`config.mk`:
```
export PLATFORM = sky130hd
export DESIGN_NAME = serial_rx_4_beh
export DESIGN_NICKNAME = d
export VERILOG_FILES = /design/src/rtl/serial_rx_4_beh.sv
export SDC_FILE = /design/constraint.sdc
export NUM_CORES = 1
export LEC_CHECK = 0
export BUFFER_PORTS_ARGS = -buffer_cell sky130_fd_sc_hd__buf_2
export CORE_UTILIZATION = 39
export CTS_CLUSTER_DIAMETER = 150
export DETAILED_ROUTE_END_ITERATION = 12
export GPL_TIMING_DRIVEN = 0
export SLEW_MARGIN = 20
export SYNTH_ARGS = -nofsm -noshare
export SYNTH_HDL_FRONTEND = slang
export SYNTH_SLANG_ARGS = --single-unit
```
`constraint.sdc`:
```
create_clock -name clk -period 1.9 [get_ports clk]
set_input_delay 0 -clock clk [delete_from_list [all_inputs] [get_ports clk]]
set_output_delay 0 -clock clk [all_outputs]
set_load 0.01 [all_outputs]
```
`src/rtl/serial_rx_4_beh.sv`:
```
// serial_rx_4_beh: LSB-first serial frame receiver (start, 4 data,
// optional even parity, stop) with a valid/ready holding register.
// Ports:
//   clk        - system clock, posedge
//   clear      - synchronous active-low reset
//   serial_in  - serial line, idle high
//   bit_en     - sample strobe for serial_in
//   parity_en  - frame carries parity (latched at start bit)
//   rx_ready   - consumer accepts held word
//   a_par      - received data word
//   rx_valid   - held word is unconsumed
//   parity_err - held word failed parity
//   frame_err  - held word had stop bit = 0
//   overrun    - sticky: a completed frame was dropped
//   busy       - frame in progress
module serial_rx_4_beh (
    input  logic       clk,
    input  logic       clear,
    input  logic       serial_in,
    input  logic       bit_en,
    input  logic       parity_en,
    input  logic       rx_ready,
    output logic [3:0] a_par,
    output logic       rx_valid,
    output logic       parity_err,
    output logic       frame_err,
    output logic       overrun,
    output logic       busy
);

    typedef enum logic [1:0] {
        IDLE   = 2'd0,
        DATA   = 2'd1,
        PARITY = 2'd2,
        STOP   = 2'd3
    } state_t;

    state_t     state_q;
    logic [1:0] cnt_q;
    logic [3:0] sr_q;
    logic       par_en_q;
    logic       p_err_q;
    logic [3:0] a_par_q;
    logic       rx_valid_q;
    logic       parity_err_q;
    logic       frame_err_q;
    logic       overrun_q;

    logic consume;
    logic room;

    // Holding register is free if empty or being emptied this edge.
    assign consume = rx_valid_q & rx_ready;
    assign room    = ~rx_valid_q | rx_ready;

    always_ff @(posedge clk) begin
        if (!clear) begin
            state_q      <= IDLE;
            cnt_q        <= 2'd0;
            sr_q         <= 4'd0;
            par_en_q     <= 1'b0;
            p_err_q      <= 1'b0;
            a_par_q      <= 4'd0;
            rx_valid_q   <= 1'b0;
            parity_err_q <= 1'b0;
            frame_err_q  <= 1'b0;
            overrun_q    <= 1'b0;
        end else begin
            if (consume) begin
                rx_valid_q <= 1'b0;
            end
            if (bit_en) begin
                unique case (state_q)
                    IDLE: begin
                        if (!serial_in) begin
                            state_q  <= DATA;
                            cnt_q    <= 2'd0;
                            par_en_q <= parity_en;
                            p_err_q  <= 1'b0;
                        end
                    end
                    DATA: begin
                        sr_q  <= {serial_in, sr_q[3:1]};
                        cnt_q <= cnt_q + 2'd1;
                        if (cnt_q == 2'd3) begin
                            state_q <= par_en_q ? PARITY : STOP;
                        end
                    end
                    PARITY: begin
                        p_err_q <= (serial_in != ^sr_q);
                        state_q <= STOP;
                    end
                    STOP: begin
                        state_q <= IDLE;
                        if (room) begin
                            a_par_q      <= sr_q;
                            parity_err_q <= par_en_q & p_err_q;
                            frame_err_q  <= ~serial_in;
                            rx_valid_q   <= 1'b1;
                        end else begin
                            overrun_q <= 1'b1;
                        end
                    end
                    default: state_q <= IDLE;
                endcase
            end
        end
    end

    assign a_par      = a_par_q;
    assign rx_valid   = rx_valid_q;
    assign parity_err = parity_err_q;
    assign frame_err  = frame_err_q;
    assign overrun    = overrun_q;
    assign busy       = (state_q != IDLE);

endmodule

```
* Word level (Yosys, flattened, before mapping)
Index checks and enable logic that the tools add are counted.
** Word-level totals
- Output and inout bits :: 9
- Register bits after elaboration :: 18
** Cells by class
- Reductions and logical operators :: 12
- Bitwise operators :: 6
- Add/subtract/negate cells :: 1
- Muxes and demuxes :: 12
- Equality and inequality tests :: 7
** Operators with widths (count)
- 3-bit AND reduction :: 6
- 2-bit one-hot mux with 4 select lines :: 1
- 2-bit equality test (second input constant) :: 3
- 1-bit two-way mux :: 6
- 2-bit two-way mux :: 3
- 2-bit nonzero test :: 3
- 2-bit inequality test (second input constant) :: 2
- 2-bit one-hot mux with 2 select lines :: 1
- 4-bit XOR reduction :: 1
- 1-bit NOT :: 3
- 2-bit by 1-bit adder with 2-bit output (second input constant) :: 1
- 1-bit AND :: 2
- 2-bit by 1-bit equality test with 1-bit output (second input constant) :: 1
- 2-bit logical NOT :: 1
- 1-bit one-hot mux with 2 select lines :: 1
- 2-bit AND reduction :: 1
- 1-bit inequality test :: 1
- 1-bit OR :: 1

* Logic depth before layout (Yosys ltp)
- Word-level depth :: 5
- Gate-level depth with buffers :: 6

* Least setup slack after synthesis
No wires, ideal clock.
- Path kind :: register to register
- Start point :: register state_q[0]
- End point :: register cnt_q[0]
- Clock period less this slack :: 1508 ps
- Data required time :: 1830 ps
- Setup time :: 70 ps
- Buffers on the path :: 0
- Arrival :: 1438 ps
- Stages on the path, launching flop included :: 7
- Path slack :: 392 ps
- Cells stage by stage :: dfxtp_1 inv_1 ha_1 and2b_1 o21ai_2 or3b_1 a21boi_1
** Between the ends
- Word-level cells in the longest chain between the ends :: 3
** Ends and longest elaborated chain
- start: declaration :: RTL line 38 : state_t state_q;
- start signal: assignment :: RTL line 86 : state_q <= par_en_q ? PARITY : STOP;
- 2-bit by 1-bit equality test with 1-bit output or 2-bit logical NOT (tied branches) :: RTL line 73 : unique case (state_q)
- 2-bit nonzero test (no line) or 2-bit inequality test (tied branches)
- 3-bit AND reduction (no line)
- end signal: assignment :: RTL line 84 : cnt_q <= cnt_q + 2'd1;
- end: declaration :: RTL line 39 : logic [1:0] cnt_q;
Parallel ways exist; a longest one is shown, timed or not.
A chain may end at the register's enable or synchronous reset.

* Worst setup path after layout
Ends and elaborated chain as after synthesis.

==> impl_summary.txt <==
----------------------------------------------------
[Run status]
  Outcome ... completed

[Pwr]
  Sw Share ... 0.259
  Internal power ... about 0.55 mW
  Pwr dens ... about 700 mW/mm²
  Proportion of power drawn by the clock network ... 0.328
  Lkg Pwr ... 0.426 nW
  Proportion of power drawn by flip-flops and latches ... 0.533
  Worst vdd ir ... approximately 0.00036 V
  Total net switching power ... about 0.19 mW
  Logic pwr share ... 0.139

[Timing]
  Worst-margin pin slew ... around 390 ps
  Max-slew headroom ... 0.738
  Post-route clock period utilization ... 0.880
  Final setup TNS ... 0 ps
  RSZ-0062 raised after global routing ... false
  Count of endpoints failing setup in the final report ... 0
  Highest achievable clock rate ... around 0.6 GHz
  Minimum hold slack ... ~17 ps
  Worst path setup slack after routing ... around 230 ps
  Fin Clk Skew ... 1.12 ps
  Fin. max-slew vios ... 0
  Shortest clock period the worst path allows after layout ... roughly 1700 ps
  Number of failing hold endpoints at the final stage ... 0

[Cells and area]
  Total number of nets in the final design ... 128
  Ant diodes ... 0
  Layout Area Growth over Synthesis ... 16.2%
  Number of fill cells ... about 190
  Layout cell share with drive strength beyond 1 ... 0.184
  Final instance count without filler cells ... roughly 140
  Design area ... about 0.0010 mm²

[Setup path]
  Launch point of the worst path ... state_q[0]
  Setup crit start kind ... flip-flop
  Worst Path Arrival ... between 1500 and 2000 ps
  Slack of the worst reg-to-reg path ... around 230 ps
  Launch instance of the worst register-to-register path ... state_q[0]
  Register-to-Register Path Depth ... 6
  Critical Setup Path Class ... reg -> reg
  Destination of the worst register-to-register timing path ... cnt_q[0]
  Worst-path maximum fanout ... 6
  Worst endpoint required time ... ~2100 ps
  CP Capture Type ... flip-flop
  Critical path capture point ... cnt_q[0]

[Routing]
  Number of optimization iterations in the first detailed-route pass ... 4
  Drt drc ... 0
  Total length of routed wires ... between 1500 and 2000 µm
  Via count ... between 700 and 800
  Wire per inst ... between 10 and 15 µm
  Via-to-Cell Ratio ... ~5.0
  Post-detailed-route count of antenna-violating nets ... 0
  Drt initial violations ... 14

[Yosys]
  Post-synthesis average cell area ... slightly above 9 µm²
  YS warnings ... 0
  Mapped Nets ... ~110
  Gate count after technology mapping ... 96
  Sequential fraction of the synthesis area ... 0.403
  Post-synth design cell area ... about 890 µm²
  Count of cell types in the netlist ... 29
  #FFs+latches synth ... 18

[Die]
  Effective utilization at floorplan ... 0.433
  Number of placement rows ... 16
  Height of the chip ... 49.9 µm
  Total die area ... roughly 0.0025 mm²
  Core ar. ... about 0.0021 mm²
  Boundary Pins ... 15
  X dimension of the die ... roughly 50 µm

[Placement]
  Post-Place Worst Slack ... 262 ps
  Final HPWL from detailed placement ... about 1200 µm
  Count of port buffers added during placement ... 13
  Gp weighted congestion ... approximately 0.73
  Total placed cells including tap cells ... 136
  Instance area after placement ... 992 µm²

[Min path]
  Hold Path Origin ... rx_ready
  Hold crit path type ... in -> reg

[Global route]
  Wire length of the first global-routing pass ... 2930 µm
  Largest net degree at the start of global routing ... 11
  Total routing usage reported by global routing ... 0.157
  Overflow left after global routing ... 0
  Number of antenna violations at the first check in global routing ... 0
  Vias in the first global route ... between 600 and 700

[Clocking]
  Buffers from clock root to sink, at most ... 2
  Worst skew pair latency ... ~300 ps
  Clock edge transition at the registers on the reported setup and hold paths ... approximately 110 ps
  Clock buffers created by TritonCTS ... 3
  Post-CTS Repair Setup Buffers ... 0
  Cts hold-fix bufs ... 1
  Clock tree from TritonCTS ... yes
  H-tree levels ... 1
  Post-CTS Resized ... 0
  Clock tree root buffer cell ... clkbuf_4
  Clock Sinks ... 18

[Job]
  Maximum Capacitance Violations ... 0

----------------------------------------------------
## cells in the mapped netlist
library cell / instances / area share
mux2_2: 1 / 0.013
a21boi_0: 7 / 0.059
and2b_1: 2 / 0.017
xnor2_1: 3 / 0.029
or2b_1: 1 / 0.0084
o21ai_2: 1 / 0.0098
ha_1: 7 / 0.098
nand3_1: 8 / 0.045
inv_1: 4 / 0.017
o21bai_1: 1 / 0.0084
dfxtp_1: 18 / 0.40
a21boi_1: 1 / 0.0084
o21a_1: 1 / 0.0084
o211a_1: 1 / 0.011
buf_2: 1 / 0.0056
o21ai_0: 2 / 0.011
a211o_1: 1 / 0.0098
nand2_1: 10 / 0.042
a21oi_1: 2 / 0.011
mux2i_1: 5 / 0.056
nor2_1: 1 / 0.0042
nor2b_1: 7 / 0.049
a31oi_1: 1 / 0.0070
o2111ai_1: 1 / 0.0098
or3b_1: 1 / 0.0098
o21ai_1: 1 / 0.0056
clkbuf_1: 3 / 0.013
nand2b_1: 3 / 0.021
and2b_2: 1 / 0.0098
## layout by cell type, fill, tap and decap left out, types with 2 or more instances in the layout
master and n:
a21boi_0 7, a21oi_1 2, and2b_1 2, buf_2 14
clkbuf_1 3, clkbuf_4 3, dfxtp_1 18, ha_1 7
inv_1 4, mux2i_1 5, nand2_1 10, nand2b_1 3
nand3_1 8, nor2b_1 7, o21ai_0 2, xnor2_1 3
## layer usage
| metal | vias up | wire [µm] | global-route usage |
|---|---|---|---|
| met1 | 328 | 803 | 0.219 |
| met2 | 15 | 679 | 0.239 |
| li1 | 362 | - | - |
| met4 | 0 | 8 | 0.0429 |
| met3 | 2 | 67 | 0.0370 |
| met5 | - | 0 | 0 |
## cells by family after synthesis
| group | synth area share |
|---|---|
| mux | 0.0686 |
| flops | 0.403 |
| fa+ha+maj | 0.0980 |
| buf+inv | 0.0350 |
| compound gates | 0.160 |
| xor+xnor | 0.0294 |
| simple gates | 0.206 |
## power by group through the flow
stage / clock, mW / combinational [mW] / sequential [mW]
after global placement: 0 / 0.100 / 0.402
after CTS: 0.246 / 0.104 / 0.393
after detailed placement: 0 / 0.101 / 0.402
final: 0.242 / 0.103 / 0.393
after global routing: 0.267 / 0.120 / 0.395
after floorplan: 0 / 0.0759 / 0.400
## critical path, cell delays in order (launching register included)
cell and delay, ps:
dfxtp_1 400, inv_1 120, ha_1 270, and2b_1 250
o21ai_2 70, or3b_1 370, a21boi_1 120
## cell type report
cell class              instances  area [µm²]  area share
well taps                      27        33.8      0.0325
flip-flops and latches         18         360       0.347
repair buffers                 14        75.1      0.0723
multi-input cells              70         502       0.483
clock buffers                   4        36.3      0.0349
inverters                       4        15.0      0.0145
plain buffers                   4        16.3      0.0157
## through the flow
stage / utilization / total power, mW
floorplan: - / 0.476
global placement: 0.481 / 0.502
detailed placement: 0.481 / 0.503
CTS: 0.504 / 0.743
global route: 0.504 / 0.782
finish: 0.504 / 0.738
## sequential cells by signal (all words and copies together) (netlist names)
name        cells
rx_valid        1
state_q         2
p_err_q         1
frame_err       1
par_en_q        1
sr_q            4
parity_err      1
overrun         1
a_par           4
cnt_q           2
## worst min path at each step
stage / to / depth (start not counted)
after global routing: rx_valid / 3
after CTS: sr_q[3] / 3
after floorplan: sr_q[3] / 2
final: rx_valid / 3
after detailed placement: par_en_q / 3
after global placement: par_en_q / 3
Power figures use the tool's default switching activity.
